<file path="src/rtl/crc_frame_source.sv">
// crc_frame_source: upstream framer for the CRC checker.
// For each frame it sends the length on the count channel, then the payload
// bytes on the data channel, then one CRC trailer byte on the data channel.
//
// state     | meaning
// ----------+--------------------------------------------------------------
// S_IDLE    | waiting for a frame length (only while count slot is empty)
// S_PAYLOAD | forwarding payload bytes, folding each into the CRC
// S_TRAILER | waiting for a free data slot to emit the CRC trailer
module crc_frame_source #(
  parameter int unsigned           DATA_W   = 8,
  parameter logic [DATA_W-1:0]     POLY     = 8'h07,
  parameter logic [DATA_W-1:0]     CRC_INIT = 8'h00
) (
  input  logic              clk,
  input  logic              rst_n,
  input  logic              len_valid,
  output logic              len_ready,
  input  logic [DATA_W-1:0] len_data,
  input  logic              in_valid,
  output logic              in_ready,
  input  logic [DATA_W-1:0] in_data,
  output logic              cnt_valid,
  input  logic              cnt_ready,
  output logic [DATA_W-1:0] cnt_data,
  output logic              d_valid,
  input  logic              d_ready,
  output logic [DATA_W-1:0] d_data,
  output logic              busy
);

  typedef enum logic [1:0] {
    S_IDLE    = 2'd0,
    S_PAYLOAD = 2'd1,
    S_TRAILER = 2'd2
  } state_t;

  state_t            r_state;
  state_t            w_state_nxt;
  logic              r_started;
  logic              r_cnt_valid;
  logic [DATA_W-1:0] r_cnt_data;
  logic              r_d_valid;
  logic [DATA_W-1:0] r_d_data;
  logic [DATA_W-1:0] r_remaining;
  logic [DATA_W-1:0] r_crc;

  logic              w_slot_free;
  logic              w_len_acc;
  logic              w_in_acc;
  logic              w_trl_load;

  // MSB-first CRC update over one data word, no reflection, no final XOR.
  function automatic logic [DATA_W-1:0] crc_next(input logic [DATA_W-1:0] crc,
                                                 input logic [DATA_W-1:0] din);
    logic [DATA_W-1:0] c;
    logic              fb;
    c = crc;
    for (int i = DATA_W - 1; i >= 0; i--) begin
      fb = c[DATA_W-1] ^ din[i];
      c  = {c[DATA_W-2:0], 1'b0} ^ (fb ? POLY : '0);
    end
    return c;
  endfunction

  // Handshake qualifiers and ready outputs; len_ready is held low until the
  // first clock after reset so reset values of all outputs are zero.
  always_comb begin
    w_slot_free = !r_d_valid || d_ready;
    len_ready   = r_started && (r_state == S_IDLE) && !r_cnt_valid;
    in_ready    = (r_state == S_PAYLOAD) && w_slot_free;
    w_len_acc   = len_valid && len_ready;
    w_in_acc    = in_valid && in_ready;
    w_trl_load  = (r_state == S_TRAILER) && w_slot_free;
  end

  // Next-state logic.
  always_comb begin
    w_state_nxt = r_state;
    case (r_state)
      S_IDLE: begin
        if (w_len_acc) begin
          w_state_nxt = (len_data != '0) ? S_PAYLOAD : S_TRAILER;
        end
      end
      S_PAYLOAD: begin
        if (w_in_acc && (r_remaining == DATA_W'(1))) begin
          w_state_nxt = S_TRAILER;
        end
      end
      S_TRAILER: begin
        if (w_slot_free) begin
          w_state_nxt = S_IDLE;
        end
      end
      default: w_state_nxt = S_IDLE;
    endcase
  end

  // State register and post-reset start flag.
  always_ff @(posedge clk or negedge rst_n) begin
    if (!rst_n) begin
      r_state   <= S_IDLE;
      r_started <= 1'b0;
    end else begin
      r_state   <= w_state_nxt;
      r_started <= 1'b1;
    end
  end

  // Count channel register: loads on length accept, clears on its own handshake.
  always_ff @(posedge clk or negedge rst_n) begin
    if (!rst_n) begin
      r_cnt_valid <= 1'b0;
      r_cnt_data  <= '0;
    end else if (w_len_acc) begin
      r_cnt_valid <= 1'b1;
      r_cnt_data  <= len_data;
    end else if (r_cnt_valid && cnt_ready) begin
      r_cnt_valid <= 1'b0;
    end
  end

  // One-entry data register: payload byte or trailer, only when the slot is free.
  always_ff @(posedge clk or negedge rst_n) begin
    if (!rst_n) begin
      r_d_valid <= 1'b0;
      r_d_data  <= '0;
    end else if (w_in_acc) begin
      r_d_valid <= 1'b1;
      r_d_data  <= in_data;
    end else if (w_trl_load) begin
      r_d_valid <= 1'b1;
      r_d_data  <= r_crc;
    end else if (r_d_valid && d_ready) begin
      r_d_valid <= 1'b0;
    end
  end

  // Running CRC and payload countdown.
  always_ff @(posedge clk or negedge rst_n) begin
    if (!rst_n) begin
      r_crc       <= CRC_INIT;
      r_remaining <= '0;
    end else if (w_len_acc) begin
      r_crc       <= CRC_INIT;
      r_remaining <= len_data;
    end else if (w_in_acc) begin
      r_crc       <= crc_next(r_crc, in_data);
      r_remaining <= r_remaining - DATA_W'(1);
    end
  end

  assign cnt_valid = r_cnt_valid;
  assign cnt_data  = r_cnt_data;
  assign d_valid   = r_d_valid;
  assign d_data    = r_d_data;
  assign busy      = (r_state == S_PAYLOAD) || (r_state == S_TRAILER);

endmodule
</file>
<file path="config.mk">
export PLATFORM = sky130hd
export DESIGN_NAME = crc_frame_source
export DESIGN_NICKNAME = d
export VERILOG_FILES = /design/src/rtl/crc_frame_source.sv
export SDC_FILE = /design/constraint.sdc
export NUM_CORES = 1
export LEC_CHECK = 0
export CORE_MARGIN = 2
export CORE_UTILIZATION = 50
export CTS_BUF_LIST = sky130_fd_sc_hd__clkbuf_4 sky130_fd_sc_hd__clkbuf_8
export DETAILED_ROUTE_END_ITERATION = 10
export GPL_ROUTABILITY_DRIVEN = 0
export HOLD_SLACK_MARGIN = 0.02
export PLACE_DENSITY = 0.83
export SYNTH_ARGS = -nofsm -noshare
export SYNTH_HDL_FRONTEND = slang
export SYNTH_SLANG_ARGS = --single-unit
</file>
<file path="constraint.sdc">
create_clock -name clk -period 2.5 [get_ports clk]
set_input_delay 0.375 -clock clk [delete_from_list [all_inputs] [get_ports clk]]
set_output_delay 0.375 -clock clk [all_outputs]
set_load 0.03 [all_outputs]
</file>
==> Word-level counts from Yosys, hierarchy flattened <==
Cells that the tools add are included.
{ "word_totals": {"out_inout_bits": 21, "reg_bits": 37, "word_cells": 75, "input_bits": 22} }
{ "classes": {"n_addsub": 1, "n_reduce_logical": 20, "n_bitwise": 16, "n_mux": 24, "n_eq_ne": 6} }
{ "ops": {"columns": ["operator", "count"], "rows": [
  ["8-bit by 3-bit XOR with 8-bit output", 8],
  ["8-bit two-way mux", 6],
  ["3-bit two-way mux", 8],
  ["1-bit logical AND", 9],
  ["8-bit by 1-bit equality test with 1-bit output (second input constant)", 1],
  ["2-bit two-way mux", 4],
  ["8-bit nonzero test", 1],
  ["8-bit by 1-bit subtractor with 8-bit output (second input constant)", 1],
  ["1-bit XOR", 8],
  ["2-bit != test (second input constant)", 3],
  ["2-bit case mux with 3 select lines", 1],
  ["2-bit nonzero test", 3],
  ["1-bit two-way mux", 5],
  ["3-bit AND reduction", 1],
  ["3-bit nonzero test", 1],
  ["2-bit by 1-bit equality test with 1-bit output (second input constant)", 1],
  ["2-bit equality test (second input constant)", 1],
  ["1-bit zero test", 2],
  ["2-bit zero test", 1],
  ["1-bit logical OR", 2]
]} }

==> Longest topological paths before layout <==
{ "logic_depth": {"ltp_word": 26, "ltp_mapped": 8, "ltp_nobuf": 7} }

==> Worst setup path before layout <==
No wires, ideal clock.
{ "synth_path": {"kind": "flip-flop to flip-flop", "start": "register r_state[0]", "end": "register r_remaining[2]", "arrival_ps": 1602, "path_buffers": 1, "stages_incl_launch_ff": 7, "path_slack_ps": 761, "synth_period_minus_slack_ps": 1739, "required_ps": 2363, "cell_sequence": "dfrtp_1 > inv_1 > ha_1 > and3_1 > and2_1 > clkbuf_1 > o21ai_0"} }
{ "synth_via": {"elab_chain_cells": 5, "elab_cells_between_ends": 9, "classes_between": "eq/ne (1); mux (1); reduce/logical (7)"} }
{ "synth_rtl": {"columns": ["element", "line", "source"], "rows": [
  ["start: declaration", "38", "state_t r_state;"],
  ["start signal: assignment", "106", "r_state <= w_state_nxt;"],
  ["2-bit zero test *", "70", "len_ready = r_started && (r_state == S_IDLE) && !r_cnt_valid;"],
  ["1-bit logical AND * (2 in a row)", "70", null],
  ["named net len_ready", "18", "output logic len_ready,"],
  ["1-bit logical AND *", "72", "w_len_acc = len_valid && len_ready;"],
  ["8-bit two-way mux / 2-bit nonzero test (equally long branches)", null, null],
  ["end signal: assignment", "147", "r_remaining <= len_data;"],
  ["end signal: assignment", "150", "r_remaining <= r_remaining - DATA_W'(1);"],
  ["end: declaration", "45", "logic [DATA_W-1:0] r_remaining;"]
]} }
Mark *: on every way through the listed nets, which the timed path passes. The rest lies on a longest branch.
A chain may end at the register's enable or synchronous reset.

==> Worst setup path after layout <==
{ "layout_path": {"start": "register r_state[0]", "end": "output port len_ready"} }
{ "layout_via": {"elab_chain_cells": 3} }
{ "layout_rtl": {"columns": ["element", "line"], "rows": [
  ["2-bit zero test", "70"],
  ["1-bit logical AND (2 in a row)", "70"],
  ["end: declaration", "18"]
]} }
No other way between the ends.

==> summary.txt <==
Placement
  – Area after DPL: 2380 um^2
  – Dpl hpwl: 2760 um
  – IO buf count: 42

Global routing
  – Antenna violations before repair: 0
  – GRT Overall Usage: 0.204
  – Vias in the first global route: 1,463
  – Grt ovf: 0
  – First-pass GRT wire length: 6640 um
  – Largest net degree at the start of global routing: 38

Timing
  – Hold Vio Cnt, Final: 0
  – Slew @ Worst Pin: 0.785 ns
  – Peak Freq: 430 MHz
  – Final Cycle Share: 0.930
  – Final Critical Period: 2.33 ns
  – Relative slew slack: 0.477
  – Final setup TNS: 0 ns
  – Pins Over Slew Limit: 0
  – RSZ-0062 raised after global routing: false
  – Clk_skew: 0.0106 ns
  – # setup viols final: 0

Die
  – # rows: 22
  – DIE WIDTH: 65.9 um
  – Core region area: 3660 um^2
  – Die Y: 65.9 um
  – Initial Utilization: 0.523
  – I/O Pins: 43
  – DIE AREA: 4340 um^2

Logic synthesis
  – Xor and xnor area share after synthesis: 0.130
  – Top FF cell, synth: dfrtp_1
  – Synth Net Count: 224
  – Post-synth cell types: 33
  – Mux cell area share after synthesis: 0.0523
  – Share of the synthesized area in the top cell type: 0.484
  – Most area-consuming cells after synthesis: dfrtp_1 48%, nand2_1 8.6%, xnor2_1 7.8%, mux2i_1 5.2%, ha_1 3.3%
  – Post-Synth Simple-Gate Area: 0.183
  – Synth area leader: dfrtp_1
  – Most common cell in the netlist: nand2_1
  – Post-synthesis compound-gate area fraction: 0.0942
  – Mapped Cells: 197
  – Syn_area_per_cell: 9.71 um^2
  – Largest family of logic cells by synthesized area: simple AND/OR/NAND/NOR gates
  – Sequential fraction of the synthesis area: 0.484
  – Synthesized area: 1910 um^2
  – Synth cell count leaders: 44 x nand2_1, 37 x dfrtp_1, 17 x xnor2_1, 10 x mux2i_1, 10 x o21ai_0
  – Async SR Flop Fraction: 1.00
  – Number of synthesized flops with an enable pin: 0
  – Synth Register Bits: 37
  – Synth Area in Adders: 0.0327
  – Warnings, synthesis: 0

Clock network
  – Hold_buf cts: 0
  – Max Buffers Root-to-Sink: 2
  – Root buf cell: clkbuf_8
  – CTS tree: done
  – Cts bufs inserted: 5
  – H-tree depth: 2
  – Postcts setup bufs: 0
  – Post-CTS resize count: 0
  – CTS sink cnt: 37
  – Reg clk slew, reported paths: 0.08 ns
  – Clock Latency Late Sink: 0.30 ns

Critical path
  – CP Cell Sequence: inv_1, ha_1, and3_1, clkdlybuf4s50_1
  – Required time worst endpoint: 2.12 ns
  – Crit path max fanout: 4
  – Largest stage delay on the critical path: 0.68 ns
  – Reg-to-Reg Start: r_state[1]
  – Crit path launch: r_state[0]
  – Critical path class: register to primary output
  – Bufs and invs on worst path: 2
  – CP top delay family: buffers and inverters
  – CP Capture Type: primary output
  – Startpoint class of the critical path: register
  – Critical-path cell with the highest stage delay: clkdlybuf4s50_1
  – Critical Path AT: 1.95 ns

Drt
  – Detail Route Antenna Nets: 0
  – Via density: 5.21
  – Avg WL per Cell: 12.9 um
  – Detailed Routing Iterations Pass 1: 4
  – Final wirelength: 3750 um
  – Initial DRC Count: 98
  – DR DRC count: 0
  – Vias: 1,515

Run
  – Maxcap violations: 0

Layout
  – Area Overhead vs Synth: 30.7%
  – Core Util, Final: 0.683
  – Share of layout cells above drive strength 1: 0.0535
  – Register Area: 926 um^2
  – Diodes inserted: 0
  – Multi-input gate area: 946 um^2
  – Fin area: 2500 um^2
  – FILL cells: 285
  – Fin nets: 269

Power and ir drop
  – Leakage power total: 1.13 nW
  – VDD IR-drop max: 0.730 mV
  – Pwr/cell area: 1330 nW/um^2

Worst hold path
  – Hold WC Path Type: input port to async pin

Run status
  – Status: finished clean
-- per-layer routing --
| metal | vias to the layer above | track usage | wire length [um] |
|---|---|---|---|
| met1 | 722 | 0.293 | 1850 |
| met3 | 5 | 0.0511 | 203 |
| met2 | 37 | 0.295 | 1640 |
| met4 | 0 | 0.0781 | 58 |
| met5 | - | 0 | 0 |
| li1 | 751 | - | - |
-- registers in the layout, indices dropped and copies added, names as in the netlist --
name / cells
d_data: 8
r_remaining: 8
cnt_data: 8
r_crc: 8
cnt_valid: 1
d_valid: 1
r_started: 1
r_state: 2
-- path summary, 6_finish.rpt --
check | end | slack (ns) | depth (start not counted)
min | d_data[1] | 0.15 | 1
min in group clk | cnt_data[6] | 0.48 | 2
max reg2reg | r_remaining[7] | 0.59 | 7
max in group asynchronous | cnt_data[4] | 1.84 | 1
min reg2reg | cnt_data[6] | 0.48 | 2
max | len_ready | 0.17 | 4
-- cell families (layout without fill, tap and decap cells) --
| kind of cell | Yosys count | in the layout |
|---|---|---|
| AOI/OAI and AO/OA | 31 | 31 |
| xor gates and xnor gates | 26 | 26 |
| adders and majority gates | 5 | 5 |
| buffers and inverters | 11 | 57 |
| DFF | 37 | 37 |
| muxes | 10 | 10 |
| other | 1 | 1 |
| and+or+nand+nor | 76 | 76 |
-- per-stage QoR --
step	setup WS, ns	hold WS [ns]	power (W)	instances
6_report	0.175	0.154	0.00334	291
5_1_grt	0.106	0.221	0.00360	291
3_3_place_gp	0.263	0.464	0.00276	283
3_5_place_dp	0.237	0.466	0.00280	283
2_1_floorplan	0.761	0.0794	0.00226	197
4_1_cts	0.157	0.187	0.00336	291
-- area by class of cell --
cell class                 count  area share
clock buffer                   7      0.0360
clock inverter                 1      0.0120
inverter                       5     0.00750
multi-input combinational    149       0.378
sequential                    37       0.370
tap                           48      0.0240
timing repair buffer          44       0.172
-- cells in the final DEF (no fill, tap or decap), types with 4 or more instances in the layout --
cell type         n
o21ai_1           7
inv_1             5
ha_1              5
clkdlybuf4s50_1  41
nor4_1            4
xor2_1            7
a211oi_1          4
mux2i_1          10
clkbuf_8          6
nor2_1            9
o21ai_0          10
a21oi_1           4
dfrtp_1          37
nand2_1          44
xnor2_1          17
-- power by group --
| group | switching (W) | internal [W] |
|---|---|---|
| sequential | 0.000198 | 0.000863 |
| clock | 0.000205 | 0.000336 |
| combinational | 0.000939 | 0.000794 |
Note: power is estimated with default switching activity, not from simulation.
==> patch: new RTL, same flow settings <==
Set the parameter `DATA_W` to 9 (it was 8).
--- a/src/rtl/crc_frame_source.sv
+++ b/src/rtl/crc_frame_source.sv
@@ -10,3 +10,3 @@
 module crc_frame_source #(
-  parameter int unsigned           DATA_W   = 8,
+  parameter int unsigned           DATA_W   = 9,
   parameter logic [DATA_W-1:0]     POLY     = 8'h07,
Ports: changed (resized cnt_data, d_data, in_data and len_data); port bits go from 43 to 47. The function was not compared with the original's and may differ.
==> patch against the unedited design <==
Area after synthesis up 11%. Total power is 9.1% higher. Routed wire length grew 13%. Design area increased by 9.0%. Critical path depth is the same. Worst setup slack improved by 0.0074 ns. First-iteration DRC count increased by 38%. Sequential cell count grew 4. Critical path type unchanged. Sequential share of layout area grew 0.61 points. Synthesized cell count up 10%. Clock skew decreased by 0.0026 ns. Largest cell class unchanged.
==> patch: results (changes against the unedited design) <==
metric	value	unit	change
yosysWarningCount	0		unchanged
grt_pass1_wl	7.29	mm	was 6.64 mm
synth_xor_xnor_area_share	13.7	%	was 13.0%
cts_setup_buffers	0		unchanged
leakage	1.25	nW	was 1.13 nW
outcome	complete, no violations		unchanged
synth_fa_ha_area_share	2.96	%	was 3.27%
synth_edf_count	0		unchanged
place_inst	306		was 283
drive_above_1_share	4.17	%	was 5.35%
num-nets-final	292		was 269
async_flop_share	100	%	unchanged
ctsResizeCount	0		unchanged
arrival_time_of_the_worst_setup_path	1.94	ns	
drtIter0Drc	135		was 98
placement.io_buffers	46		was 42
cpLargestDelayFamily	buffers and inverters		unchanged
route.detailed.vias_per_inst	5.21		about the same
synth_seq_area_share	48.5	%	was 48.4%
worst_r2r_endpoint	r_remaining[0]		was r_remaining[7]
synth_ff_type	sky130_fd_sc_hd__dfrtp_1		unchanged
crit_path_end	len_ready		unchanged
instances_no_fill	314		was 291
netlist_top_cells_area	sky130_fd_sc_hd__dfrtp_1 48%, sky130_fd_sc_hd__nand2_1 8.2%, sky130_fd_sc_hd__xnor2_1 6.6%		was sky130_fd_sc_hd__dfrtp_1 48%, sky130_fd_sc_hd__nand2_1 8.6%, sky130_fd_sc_hd__xnor2_1 7.8%
dp_hpwl	3.08	mm	was 2.76 mm
synth.area.mux_share	5.67	%	was 5.23%
tritoncts.num_buffers	5		unchanged
drt-pass1-iter-count	4		unchanged
worstPathMaxFanout	5		was 4
finClkSkew	0.00802	ns	was 0.0106 ns
diodes	0		unchanged
rrSetupSlack	0.58	ns	
drt_wl_total	4.25	mm	was 3.75 mm
cts.htree.levels	2		unchanged
netlist-cell-type-count	30		was 33
slowest_stage	sky130_fd_sc_hd__clkdlybuf4s50_1		unchanged
via_count_of_the_first_global_routing_pass	1537		was 1463
worst-setup-path-type	flip-flop to output pin		unchanged
clk_latency	0.30	ns	about the same
ff2ff_path_depth	5		was 7
holdCritPathClass	input port to asynchronous set/reset pin		unchanged
clkTransAtPathRegs	0.08	ns	about the same
clockRootBuffer	sky130_fd_sc_hd__clkbuf_8		unchanged
tightest_slew	0.896	ns	was 0.785 ns
synthesis.area_per_instance	9.76	sq um	was 9.71 sq um
grt_max_degree	42		was 38
mapped_nets	246		was 224
worst_r2r_src	r_state[1]		unchanged
fill_cells	320		was 285
synth_top_cells_by_count	46 x sky130_fd_sc_hd__nand2_1, 41 x sky130_fd_sc_hd__dfrtp_1, 19 x sky130_fd_sc_hd__o21ai_1		was 44 x sky130_fd_sc_hd__nand2_1, 37 x sky130_fd_sc_hd__dfrtp_1, 17 x sky130_fd_sc_hd__xnor2_1
clk_path_buf_depth	2		unchanged
synth_compound_gate_area_share	8.81	%	was 9.42%
max_stage_delay	0.68	ns	about the same
gr-usage-all-layers	18.9	%	was 20.4%
maximum_resistive_drop_on_vdd	0.713	mV	was 0.730 mV
==> patch: cell types whose count changed after synthesis, sizes merged, moves of 2 or more <==
cell	unedited run	this run
a31oi	2	0
dfrtp	37	41
mux2i	10	12
nand2	44	46
nor4b	2	0
o21ai	17	21
or4	0	2
xnor2	18	16
xor2	7	12
==> patch: layer usage <==
| metal | routed length, microns | share of wire, % | global-route usage [%] | up-vias |
|---|---|---|---|---|
| met4 | 41 | 0.97 | 4.58 | 0 |
| met2 | 2000 | 47 | 28.6 | 30 |
| met1 | 2020 | 48 | 27.5 | 787 |
| met5 | 0 | 0 | 0 | - |
| met3 | 181 | 4.3 | 4.53 | 4 |
| li1 | - | - | - | 814 |
==> patch: stage by stage <==
step	hold WS [ns]	cell area (sq um)	total power [W]	setup WS, ns
detailed placement	0.464	2610	0.00311	0.198
floorplan	0.0794	2120	0.00252	0.813
global route	0.281	2730	0.00390	0.107
global placement	0.459	2610	0.00306	0.217
CTS	0.232	2730	0.00366	0.171
finish	0.199	2730	0.00364	0.182
==> patch: power by group <==
part / switching (W) / leakage, nW / internal (W)
Combinational: 0.00105 / 0.681 / 0.000875
Sequential: 0.000215 / 0.514 / 0.000961
Clock: 0.000237 / 0.0543 / 0.000299
Total: 0.00150 / 1.25 / 0.00213
==> patch: final cells by class <==
cell class | instances | share of cell area (%)
clock buffers | 5 | 2.52
clock inverters | 3 | 1.70
inverters | 6 | 0.826
multi-input cells | 162 | 38.0
flip-flops and latches | 41 | 37.6
well taps | 50 | 2.29
repair buffers | 47 | 17.0
